--- src/rtl/full_adder_bist_if.sv ---
// Adder-under-test bus: the BIST (master) drives operands and reads back
// the adder's sum and carry-out; the adder itself sits on the slave side.
interface full_adder_bist_if #(
  parameter int WIDTH = 1
);
  logic [WIDTH-1:0] dut_a;
  logic [WIDTH-1:0] dut_b;
  logic             dut_cin;
  logic [WIDTH-1:0] dut_sum;
  logic             dut_cout;

  modport master (
    output dut_a,
    output dut_b,
    output dut_cin,
    input  dut_sum,
    input  dut_cout
  );

  modport slave (
    input  dut_a,
    input  dut_b,
    input  dut_cin,
    output dut_sum,
    output dut_cout
  );
endinterface

--- src/rtl/full_adder_bist.sv ---
// Built-in self-test for a WIDTH-bit full adder. It walks every
// {a,b,cin} vector in ascending order and holds each one for SETTLE cycles.
// It compares the adder's result against an internal golden sum and reports
// pass/fail, a saturating error count and the index of the first failing vector.
module full_adder_bist #(
  parameter int WIDTH  = 1,
  parameter int SETTLE = 1,
  parameter int ERR_W  = 8
) (
  input  logic                 clk,
  input  logic                 rst,
  input  logic                 start,
  full_adder_bist_if.master    adder,
  output logic                 busy,
  output logic                 done,
  output logic                 pass,
  output logic [ERR_W-1:0]     err_count,
  output logic [2*WIDTH:0]     fail_vec
);

  localparam int IDX_W = 2 * WIDTH + 1;
  // Hold counter needs at least one bit even when SETTLE is 1.
  localparam int CNT_W = (SETTLE > 1) ? $clog2(SETTLE) : 1;
  localparam logic [CNT_W-1:0] CNT_LAST = CNT_W'(SETTLE - 1);

  typedef enum logic [1:0] {
    IDLE = 2'd0,
    RUN  = 2'd1,
    DONE = 2'd2
  } state_t;

  state_t           state;
  logic [IDX_W-1:0] idx;
  logic [CNT_W-1:0] wait_cnt;

  logic [WIDTH:0]   golden;
  logic [WIDTH:0]   observed;
  logic             mismatch;
  logic             err_sat;

  // The vector index is the operand bus. It is cleared by reset and on
  // completion, so the adder inputs fall back to 0 whenever no run is active.
  assign adder.dut_cin = idx[0];
  assign adder.dut_b   = idx[WIDTH:1];
  assign adder.dut_a   = idx[2*WIDTH:WIDTH+1];

  // Golden result and comparison. Case-inequality makes X/Z on the adder
  // outputs count as a mismatch in simulation.
  always_comb begin
    golden   = {1'b0, idx[2*WIDTH:WIDTH+1]} + {1'b0, idx[WIDTH:1]}
             + {{WIDTH{1'b0}}, idx[0]};
    observed = {adder.dut_cout, adder.dut_sum};
    mismatch = (observed !== golden);
    err_sat  = &err_count;
  end

  // Sequencer: accept start, step through the vectors, sample and score, then finish.
  always_ff @(posedge clk) begin
    if (rst) begin
      state     <= IDLE;
      idx       <= '0;
      wait_cnt  <= '0;
      busy      <= 1'b0;
      done      <= 1'b0;
      pass      <= 1'b0;
      err_count <= '0;
      fail_vec  <= '0;
    end else begin
      case (state)
        IDLE, DONE: begin
          if (start) begin
            state     <= RUN;
            idx       <= '0;
            wait_cnt  <= '0;
            busy      <= 1'b1;
            done      <= 1'b0;
            pass      <= 1'b0;
            err_count <= '0;
            fail_vec  <= '0;
          end
        end
        RUN: begin
          if (wait_cnt == CNT_LAST) begin
            // Last edge of the hold period: score this vector and move on.
            wait_cnt <= '0;
            if (mismatch) begin
              if (!err_sat) begin
                err_count <= err_count + 1'b1;
              end
              if (err_count == '0) begin
                fail_vec <= idx;
              end
            end
            if (&idx) begin
              state <= DONE;
              idx   <= '0;
              busy  <= 1'b0;
              done  <= 1'b1;
              pass  <= (err_count == '0) && !mismatch;
            end else begin
              idx <= idx + 1'b1;
            end
          end else begin
            wait_cnt <= wait_cnt + 1'b1;
          end
        end
        default: begin
          state <= IDLE;
        end
      endcase
    end
  end

endmodule
--- src/flat_wrapper.sv ---
// flat-port wrapper written by rule: the top's interface ports become plain ports
module full_adder_bist_flat 
#(
  parameter int WIDTH  = 1,
  parameter int SETTLE = 1,
  parameter int ERR_W  = 8
)
  (clk, rst, start, busy, done, pass, err_count, fail_vec, adder_dut_a, adder_dut_b, adder_dut_cin, adder_dut_sum, adder_dut_cout);
  full_adder_bist_if #(.WIDTH(WIDTH)) adder_i ();
  input  logic clk;
  input  logic rst;
  input  logic start;
  output logic busy;
  output logic done;
  output logic pass;
  output logic [ERR_W-1:0] err_count;
  output logic [2*WIDTH:0] fail_vec;
  output wire logic [$bits(adder_i.dut_a)-1:0] adder_dut_a;
  output wire logic [$bits(adder_i.dut_b)-1:0] adder_dut_b;
  output wire logic [$bits(adder_i.dut_cin)-1:0] adder_dut_cin;
  input wire logic [$bits(adder_i.dut_sum)-1:0] adder_dut_sum;
  input wire logic [$bits(adder_i.dut_cout)-1:0] adder_dut_cout;
  assign adder_dut_a = adder_i.dut_a;
  assign adder_dut_b = adder_i.dut_b;
  assign adder_dut_cin = adder_i.dut_cin;
  assign adder_i.dut_sum = adder_dut_sum;
  assign adder_i.dut_cout = adder_dut_cout;
  full_adder_bist #(.WIDTH(WIDTH), .SETTLE(SETTLE), .ERR_W(ERR_W)) u_core (.clk(clk), .rst(rst), .start(start), .adder(adder_i), .busy(busy), .done(done), .pass(pass), .err_count(err_count), .fail_vec(fail_vec));
endmodule
--- config.mk ---
export PLATFORM = sky130hd
export DESIGN_NAME = full_adder_bist_flat
export DESIGN_NICKNAME = d
export VERILOG_FILES = /design/src/rtl/full_adder_bist_if.sv /design/src/rtl/full_adder_bist.sv /design/src/flat_wrapper.sv
export SDC_FILE = /design/constraint.sdc
export NUM_CORES = 1
export LEC_CHECK = 0
export CORE_UTILIZATION = 44
export DETAILED_ROUTE_END_ITERATION = 6
export GPL_TIMING_DRIVEN = 1
export PLACE_DENSITY = 0.78
export SYNTH_ARGS = -nofsm -noshare
export SYNTH_HDL_FRONTEND = slang
export SYNTH_SLANG_ARGS = --single-unit
--- constraint.sdc ---
create_clock -name clk -period 2.01 [get_ports clk]
set_input_delay 0.402 -clock clk [delete_from_list [all_inputs] [get_ports clk]]
set_output_delay 0.402 -clock clk [all_outputs]
set_load 0.02 [all_outputs]
# Yosys cells after proc, flatten, opt, wreduce, memory -nomap -nowiden
# Index checks and enable logic that the tools add are counted.
# classes
addsub,5
eq_ne,9
muxes,30
n_reduce_logical,14
# ops
op,count
$mux W8,4
$mux W3,6
$pmux W8 S2,1
$pmux W3 S2,2
$reduce_and A5 Y1,2
$mux W1,9
$reduce_and A3 Y1,3
$add A8 B1 Y8 const B,1
$logic_not A8 Y1,1
$pmux W1 S2,4
$reduce_and A8 Y1,1
$mux W2,3
$ne A2 B1 Y1 const B,3
$ne A2 B2 Y1 const B,3
$pmux W2 S2,1
$reduce_and A4 Y1,1
$add A3 B1 Y3 const B,1
$add A1 B1 Y2,1
$add A2 B1 Y2,1
$eq A2 B1 Y1 const B,1
$eq A2 B2 Y1 const B,1
$logic_not A2 Y1,1
$nex A2 B2 Y1,1
$reduce_and A2 Y1,1
other kinds (5),5
# totals
register_bits,20
elab_cells,66

# Longest topological paths before layout
# Gate-level depths: netlist (run 1).
# depth
depth_word,8
depth_mapped,8
ltp_nobuf,6

# Worst setup path before layout (run 1)
# OpenSTA, ideal clock, no wires.
# synth_path
path_kind,reg2reg
start,register u_core.idx[0]
end,register u_core.err_count[2]
arrival_ps,2110
setup_slack_ps,-233
stages_incl_launch_ff,9
path_buffers,2
synth_period_minus_slack_ps,2243
path_cell_list,dfxtp_1 -> inv_1 -> fa_1 -> xor2_1 -> and3_1 -> clkbuf_1 -> buf_2 -> o41ai_1 -> a21oi_1
# synth_via
elab_chain_cells,4
# synth_rtl
item,line_no,rtl
start: declaration,full_adder_bist.sv:33,logic [IDX_W-1:0] idx;
start signal: assignment,full_adder_bist.sv:101,idx <= idx + 1'b1;
$add A2 B1 Y2,full_adder_bist.sv:51,"+ {{WIDTH{1'b0}}, idx[0]};"
$nex A2 B2 Y1,full_adder_bist.sv:53,mismatch = (observed !== golden);
$ne A2 B1 Y1 (no line),--,
$reduce_and A5 Y1 (no line),--,
end signal: assignment,full_adder_bist.sv:88,err_count <= err_count + 1'b1;
end: declaration,full_adder_bist.sv:17,"output logic [ERR_W-1:0] err_count,"
# No other way between the ends.
# A chain may end at the register's enable or synchronous reset.

# Final worst setup path (run 1)
# layout_path
start,register u_core.idx[0]
end,register u_core.err_count[4]
# The elaborated chain is that of the path after synthesis.

==> summary.md, run 1 <==
| Metric | Value |
|---|---|
| Simple-gate portion of the synthesized area | `0.2727` |
| Total number of H-tree levels | `1` |
| Fraction of registers with async set or reset after synthesis | `0` |
| Post-synth EDFFs | `0` |
| Setup ws final | `0.06124 ns` |
| Crit start category | `flop` |
| Fin crit share | `0.9695` |
| Critical hold path startpoint | `u_core.done` |
| Cell area after synthesis | `0.001046 mm^2` |
| Ports | `22` |
| Reg2reg end | `u_core.err_count[4]` |
| Final GP Congestion | `0.8537` |
| Final hold viol count | `0` |
| Layout Nets | `162` |
| Reg-to-Reg Start | `u_core.idx[0]` |
| Residual DRC | `0` |
| Final setup vio count | `0` |
| Skew final | `0.003546 ns` |
| CTS tree | `done` |
| Leak Pwr | `0.5095 nW` |
| Synth-to-layout area growth | `38.28%` |
| Total Wirelength | `2696 um` |
| Final min period | `1.949 ns` |
| Final instance area | `0.001446 mm^2` |
| Syn Inst Count | `122` |
| Clock Sinks | `19` |
| Pre-CTS setup slack | `-0.06398 ns` |
| Clk_lat worst skew | `0.30 ns` |
| Root buffer cell | `clkbuf_4` |
| Complex-gate fraction of the synthesized area | `0.2201` |
| Hold Crit Class | `flop to flop` |
| Worst EP required | `2.26 ns` |
| GRT Residual Overflow | `0` |
| Full die area | `0.002576 mm^2` |
| Max cap viols | `0` |
| Synth top area cells | `dfxtp_1 36%, a21oi_1 5.3%, ha_1 4.8%` |
| CP peak stage delay | `0.52 ns` |
| Die X | `50.76 um` |
| Bufs on Longest Clock Path | `2` |
| Delay-heaviest family, CP | `simple AND/OR/NAND/NOR gates` |
| Critical-path cell list | `inv_2 > fa_1 > xor2_2 > and3_4 > or4_4 > a21oi_2` |
| Worst slew margin | `0.6365` |
| CTS Buf Count | `3` |
| Min-Delay Path Depth | `2` |
| Avg WL per Cell | `15.06 um` |
| DPL Wire Length | `1869 um` |
| Peak VDD IR | `423.4 uV` |
| Routed vias | `1047` |
| Inserted Diodes | `0` |
| Top_reg_cell synth | `dfxtp_1` |
| Fmax | `513.1 MHz` |
| Main combinational cell family by area after synthesis | `simple AND/OR/NAND/NOR gates` |
| PwrDens | `523.1 mW/mm^2` |
| Critical-path top delay cell | `fa_1` |
| Initial Utilization | `0.4683` |
| Adder-cell share of the synthesized area | `0.06699` |
| Largest net degree at the start of global routing | `18` |
| # port buffers | `21` |
| Via density | `5.849` |
| CP endpoint kind | `flop` |
| Yosys top cell by area | `dfxtp_1` |
| Antenna Nets Post-Route | `0` |
| Most used standard cell by instance count after synthesis | `dfxtp_1` |
| Register-to-Register Path Depth | `6` |
| Status | `finished clean` |
| Crit path max fanout | `5` |
| Drt first pass iters | `4` |
| YS warnings | `0` |
| Worst Path Arrival | `2.20 ns` |
| Cell Rows | `17` |
| Flops & latches, synth | `19` |
| First-pass GRT wire length | `4222 um` |
| Worst R2R Setup Slack | `0.06 ns` |
| Die Ht | `50.76 um` |
| Clock transition at path regs | `0.12 ns` |
| Max-slew violations | `0` |
| Worst-Margin Slew | `0.5424 ns` |
| Crit path kind | `flop to flop` |
| Avg Cell Area, Syn | `8.574 um^2` |
| Post-Synth XOR/XNOR Area | `0.01675` |
| Register area share after synthesis | `0.3636` |
| Placed Instance Area | `0.001365 mm^2` |
| GRT Total Usage | `0.2185` |
| Mapped Nets | `132` |
| Post-synthesis mux area share | `0` |
| Core footprint | `0.002233 mm^2` |
| Vias in the first global route | `924` |
| Hold EP | `u_core.done` |
| Top cells by count, synth | `19 x dfxtp_1, 11 x a21oi_1, 10 x nor2_1, 8 x inv_1, 7 x nand3_1` |
| CP bufs+invs | `1` |
| 1st-iter DRT viols | `17` |
| Initial antenna violation count | `0` |
| Post-synthesis cell type count | `40` |
| Area share of the leading cell type in the synthesized netlist | `0.3636` |
| Share of cells above drive strength 1 | `0.2384` |
| Fill cells | `191` |
## worst max-delay path by stage
stage                        from                  end  depth (start not counted)
floorplan           u_core.idx[2]  u_core.err_count[2]                          8
global placement    u_core.idx[2]  u_core.err_count[5]                          6
detailed placement  u_core.idx[2]  u_core.err_count[0]                          7
CTS                 u_core.idx[2]  u_core.err_count[6]                          6
global route        u_core.idx[0]   u_core.fail_vec[1]                          7
finish              u_core.idx[0]  u_core.err_count[4]                          6
## worst reg2reg max path, stage by stage, from the launching register on
cell,delay (ns)
dfxtp_4,0.36
inv_2,0.04
fa_1,0.52
xor2_2,0.19
and3_4,0.18
or4_4,0.48
a21oi_2,0.12
## metrics by stage
stage	cells	hold slack (ns)	utilization	setup TNS, ns	power (mW)
2_1_floorplan	122	0.4622	-	0	0.4958
3_3_place_gp	173	0.4409	0.6112	-0.02515	0.5434
3_5_place_dp	173	0.4563	0.6112	-0.3294	0.5493
4_1_cts	177	0.4742	0.6258	0	0.7475
5_1_grt	179	0.5019	0.6476	-0.07855	0.7902
6_report	179	0.4729	0.6476	0	0.7566
## per-layer routing
metal,up-vias,routed length [um],GRT usage
met5,-,0,0
li1,512,-,-
met3,6,158,0.03636
met1,492,1204,0.2957
met2,37,1285,0.3511
met4,0,46,0.06944
## cells in the final DEF, fill, tap and decap left out, types with 2 or more instances in the layout
cell type and instances:
dfxtp_4 3, clkdlybuf4s50_1 21, and3_4 2, o31ai_1 2, buf_4 9, o21ai_0 4, nor2_1 10, nor3_2 2
or3_1 2, clkbuf_4 3, nand3_1 7, nand4_1 5, a21oi_2 2, nand4b_1 2, o41ai_2 3, dfxtp_1 16
a21oi_1 9, a22oi_1 2, ha_1 4, o211ai_1 3, nand2_1 5, or4_4 3, inv_1 6, inv_2 2
## area by class of cell
| type | count | area, um^2 | share of cell area |
|---|---|---|---|
| multi-input combinational | 89 | 673.1 | 0.4654 |
| sequential | 19 | 391.6 | 0.2708 |
| timing repair buffer | 31 | 289.0 | 0.1998 |
| tap | 28 | 35.03 | 0.02422 |
| inverter | 8 | 30.03 | 0.02076 |
| clock buffer | 3 | 22.52 | 0.01557 |
| clock inverter | 1 | 5.005 | 0.003460 |
## report_power, final
group          switching, mW  leakage (nW)  internal [mW]
clock network          0.127        0.0177         0.0743
logic                 0.0919         0.335         0.0704
registers            0.00921         0.156          0.383
## flip-flops by register name, summed over array words and instances (netlist names)
signal / count
u_core.busy: 1
u_core.done: 1
u_core.err_count: 8
u_core.fail_vec: 3
u_core.idx: 3
u_core.pass: 1
u_core.state: 2
## cells by family after synthesis
| kind of cell | count (synthesis) |
|---|---|
| xor gates and xnor gates | 2 |
| adders and majority gates | 5 |
| and+or+nand+nor | 48 |
| DFF | 19 |
| AOI/OAI and AO/OA | 33 |
| buffers and inverters | 15 |
## timing repair
item | CTS | global route
pin swaps | 0 | 9
setup endpoints to repair | 10 | 10
gates resized for setup | 2 | 9
cloned | 0 | 1
buffers inserted | 0 | 1
hold buffers | 0 | 0
(Power assumes the default switching activity.)
==> inputs of run 2 (changes only) <==
- CELL_PAD_IN_SITES_DETAIL_PLACEMENT: not set -> 0
- CELL_PAD_IN_SITES_GLOBAL_PLACEMENT: not set -> 1
- CORE_UTILIZATION: 44 -> 33
- PLACE_DENSITY: 0.78 -> 0.79
==> summary.md, run 2 (same netlist as run 1, synthesis figures left out) <==
| Metric | Value |
|---|---|
| Final hold viol count | `0 (unchanged)` |
| Crit path max fanout | `7 (+2)` |
| Core footprint | `0.003028 mm^2 (+36%)` |
| Setup ws final | `0.002249 ns (-0.05899 ns)` |
| Total power draw | `0.7560 mW (about the same)` |
| Share of cells above drive strength 1 | `0.2105 (-0.02788)` |
| Status | `finished clean` |
| Biggest register | `u_core.err_count` |
| Total Wirelength | `2767 um (+2.6%)` |
| Min-Delay Path Depth | `2 (unchanged)` |
| Register-to-Register Path Depth | `6 (unchanged)` |
| GRT Total Usage | `0.1733 (-0.04515)` |
| Die X | `58.30 um (+15%)` |
| Final GP Congestion | `0.8376 (-1.9%)` |
| Setup TNS | `0 ns (unchanged)` |
| Ports | `22 (unchanged)` |
| Total number of H-tree levels | `1 (unchanged)` |
| Crit path kind | `flop to flop` |
| Fill cells | `297 (+55%)` |
| Routed vias | `1033 (-1.3%)` |
| Most frequent cells in the layout | `21 x clkdlybuf4s50_1, 16 x dfxtp_1, 11 x buf_4` |
| CTS Buf Count | `3 (unchanged)` |
| Drt first pass iters | `4 (unchanged)` |
| Fin crit share | `0.9989 (+0.02935)` |
| Hold Crit Class | `flop to flop` |
| Post-layout util | `0.4835 (-0.1641)` |
| Clock transition at path regs | `0.11 ns (about the same)` |
| Clk_lat worst skew | `0.30 ns (about the same)` |
| RSZ-0062 raised after global routing | `true` |
| Synth-to-layout area growth | `39.95%` |
| Largest net degree at the start of global routing | `18 (unchanged)` |
| Area taken by multi-input logic gates | `656.9 um^2 (-2.4%)` |
| Max cap viols | `0 (unchanged)` |
| Worst-Margin Slew | `0.5985 ns (+0.05617 ns)` |
| First-pass GRT wire length | `4491 um (+6.4%)` |
| Antenna Nets Post-Route | `0 (unchanged)` |
| Commonest non-fill, non-tap cell in the layout | `clkdlybuf4s50_1` |
| Initial Utilization | `0.3455 (-0.1229)` |
| Inserted Diodes | `0 (unchanged)` |
| Final setup vio count | `0 (unchanged)` |
| Full die area | `0.003399 mm^2 (+32%)` |
| FF/Latch Area | `391.6 um^2 (unchanged)` |
| Layout Nets | `163 (+0.62%)` |
| Pre-CTS setup slack | `-0.1856 ns (-0.1216 ns)` |
| Worst Path Arrival | `2.24 ns (+0.04 ns)` |
| CP endpoint kind | `flop` |
| 1st-iter DRT viols | `15 (-2)` |
| # port buffers | `21 (unchanged)` |
| Bufs on Longest Clock Path | `2 (unchanged)` |
| Max-slew violations | `0 (unchanged)` |
| Avg WL per Cell | `14.12 um (-6.3%)` |
| Fmax | `498.1 MHz (-2.9%)` |
| GRT Residual Overflow | `0 (unchanged)` |
| Initial antenna violation count | `0 (unchanged)` |
| Skew final | `0.003749 ns (+0.0002026 ns)` |
| Residual DRC | `0 (unchanged)` |
| Peak VDD IR | `243.9 uV (-42%)` |
| Root buffer cell | `clkbuf_4` |
| Vias in the first global route | `1000 (+8.2%)` |
| Worst EP required | `2.24 ns (-0.02 ns)` |
| Final min period | `2.008 ns (+0.05899 ns)` |
| Max reg flops | `8 (unchanged)` |
| Worst slew margin | `0.5988 (-0.03765)` |
| Crit start category | `flop` |
| Cell Rows | `20 (+3)` |
| PwrDens | `516.4 mW/mm^2 (-1.3%)` |
| Largest registers | `u_core.err_count: 8 flops, u_core.fail_vec: 3 flops, u_core.idx: 3 flops` |
| DPL Wire Length | `1888 um (+1.0%)` |
| Clock Sinks | `19 (unchanged)` |
| Die Ht | `58.30 um (+15%)` |
| Via density | `5.270 (-9.9%)` |
| CTS tree | `done` |
| Leak Pwr | `0.5104 nW (+0.17%)` |
-- run 2: changes by cell type in the layout (fill, tap and decap cells not counted), sizes merged --
cell,delta
and3,-1
buf,+2
clkbuf,+1
clkinv,-1
-- run 2: repair_timing --
action / in CTS / in global routing
setup endpoints to repair: 12 / 10
hold buffers: 0 / 0
gates cloned: 0 / 0
setup buffers: 2 / 1
pin swaps: 4 / 14
gates resized for setup: 5 / 3
-- run 2: worst paths after layout --
kind / from / to / slack [ns]
setup / recovery: u_core.idx[2] / u_core.err_count[4] / 0.002
hold / removal: u_core.done / u_core.done / 0.46
setup reg to reg: u_core.idx[2] / u_core.err_count[4] / 0.002
hold reg to reg: u_core.done / u_core.done / 0.46
-- run 2: routing by layer --
| layer | GRT usage | wire (um) | vias up |
|---|---|---|---|
| met4 | 0.05102 | 9 | 0 |
| met5 | 0 | 0 | - |
| met2 | 0.2939 | 1333 | 27 |
| li1 | - | - | 516 |
| met3 | 0.02637 | 93 | 2 |
| met1 | 0.2290 | 1331 | 488 |
-- run 2: cell type report --
class / instances / share of cell area
Multi-Input combinational cell: 88 / 0.4487
Timing Repair Buffer: 33 / 0.2077
Inverter: 8 / 0.02051
Sequential cell: 19 / 0.2675
Tap cell: 44 / 0.03761
Clock buffer: 4 / 0.01795
-- run 2: power by group --
group	leakage [nW]	switching (mW)	internal (mW)	total [mW]
Sequential	0.156	0.00844	0.383	0.392
Combinational	0.339	0.0906	0.0744	0.165
Clock	0.0150	0.122	0.0772	0.199
Total	0.510	0.221	0.535	0.756
-- run 2: stage by stage --
stage / cells / cell area, um^2 / hold WS [ns]
2_1_floorplan: 122 / 1092 / 0.4622
3_3_place_gp: 189 / 1385 / 0.4416
3_5_place_dp: 189 / 1385 / 0.4531
4_1_cts: 195 / 1443 / 0.4689
5_1_grt: 196 / 1464 / 0.4941
6_report: 196 / 1464 / 0.4642
-- run 2: critical path: stages (launching register included) --
cell,delay [ns]
dfxtp_4,0.36
inv_2,0.03
fa_1,0.52
xor2_2,0.20
and3_4,0.22
or4_4,0.43
a21oi_2,0.17
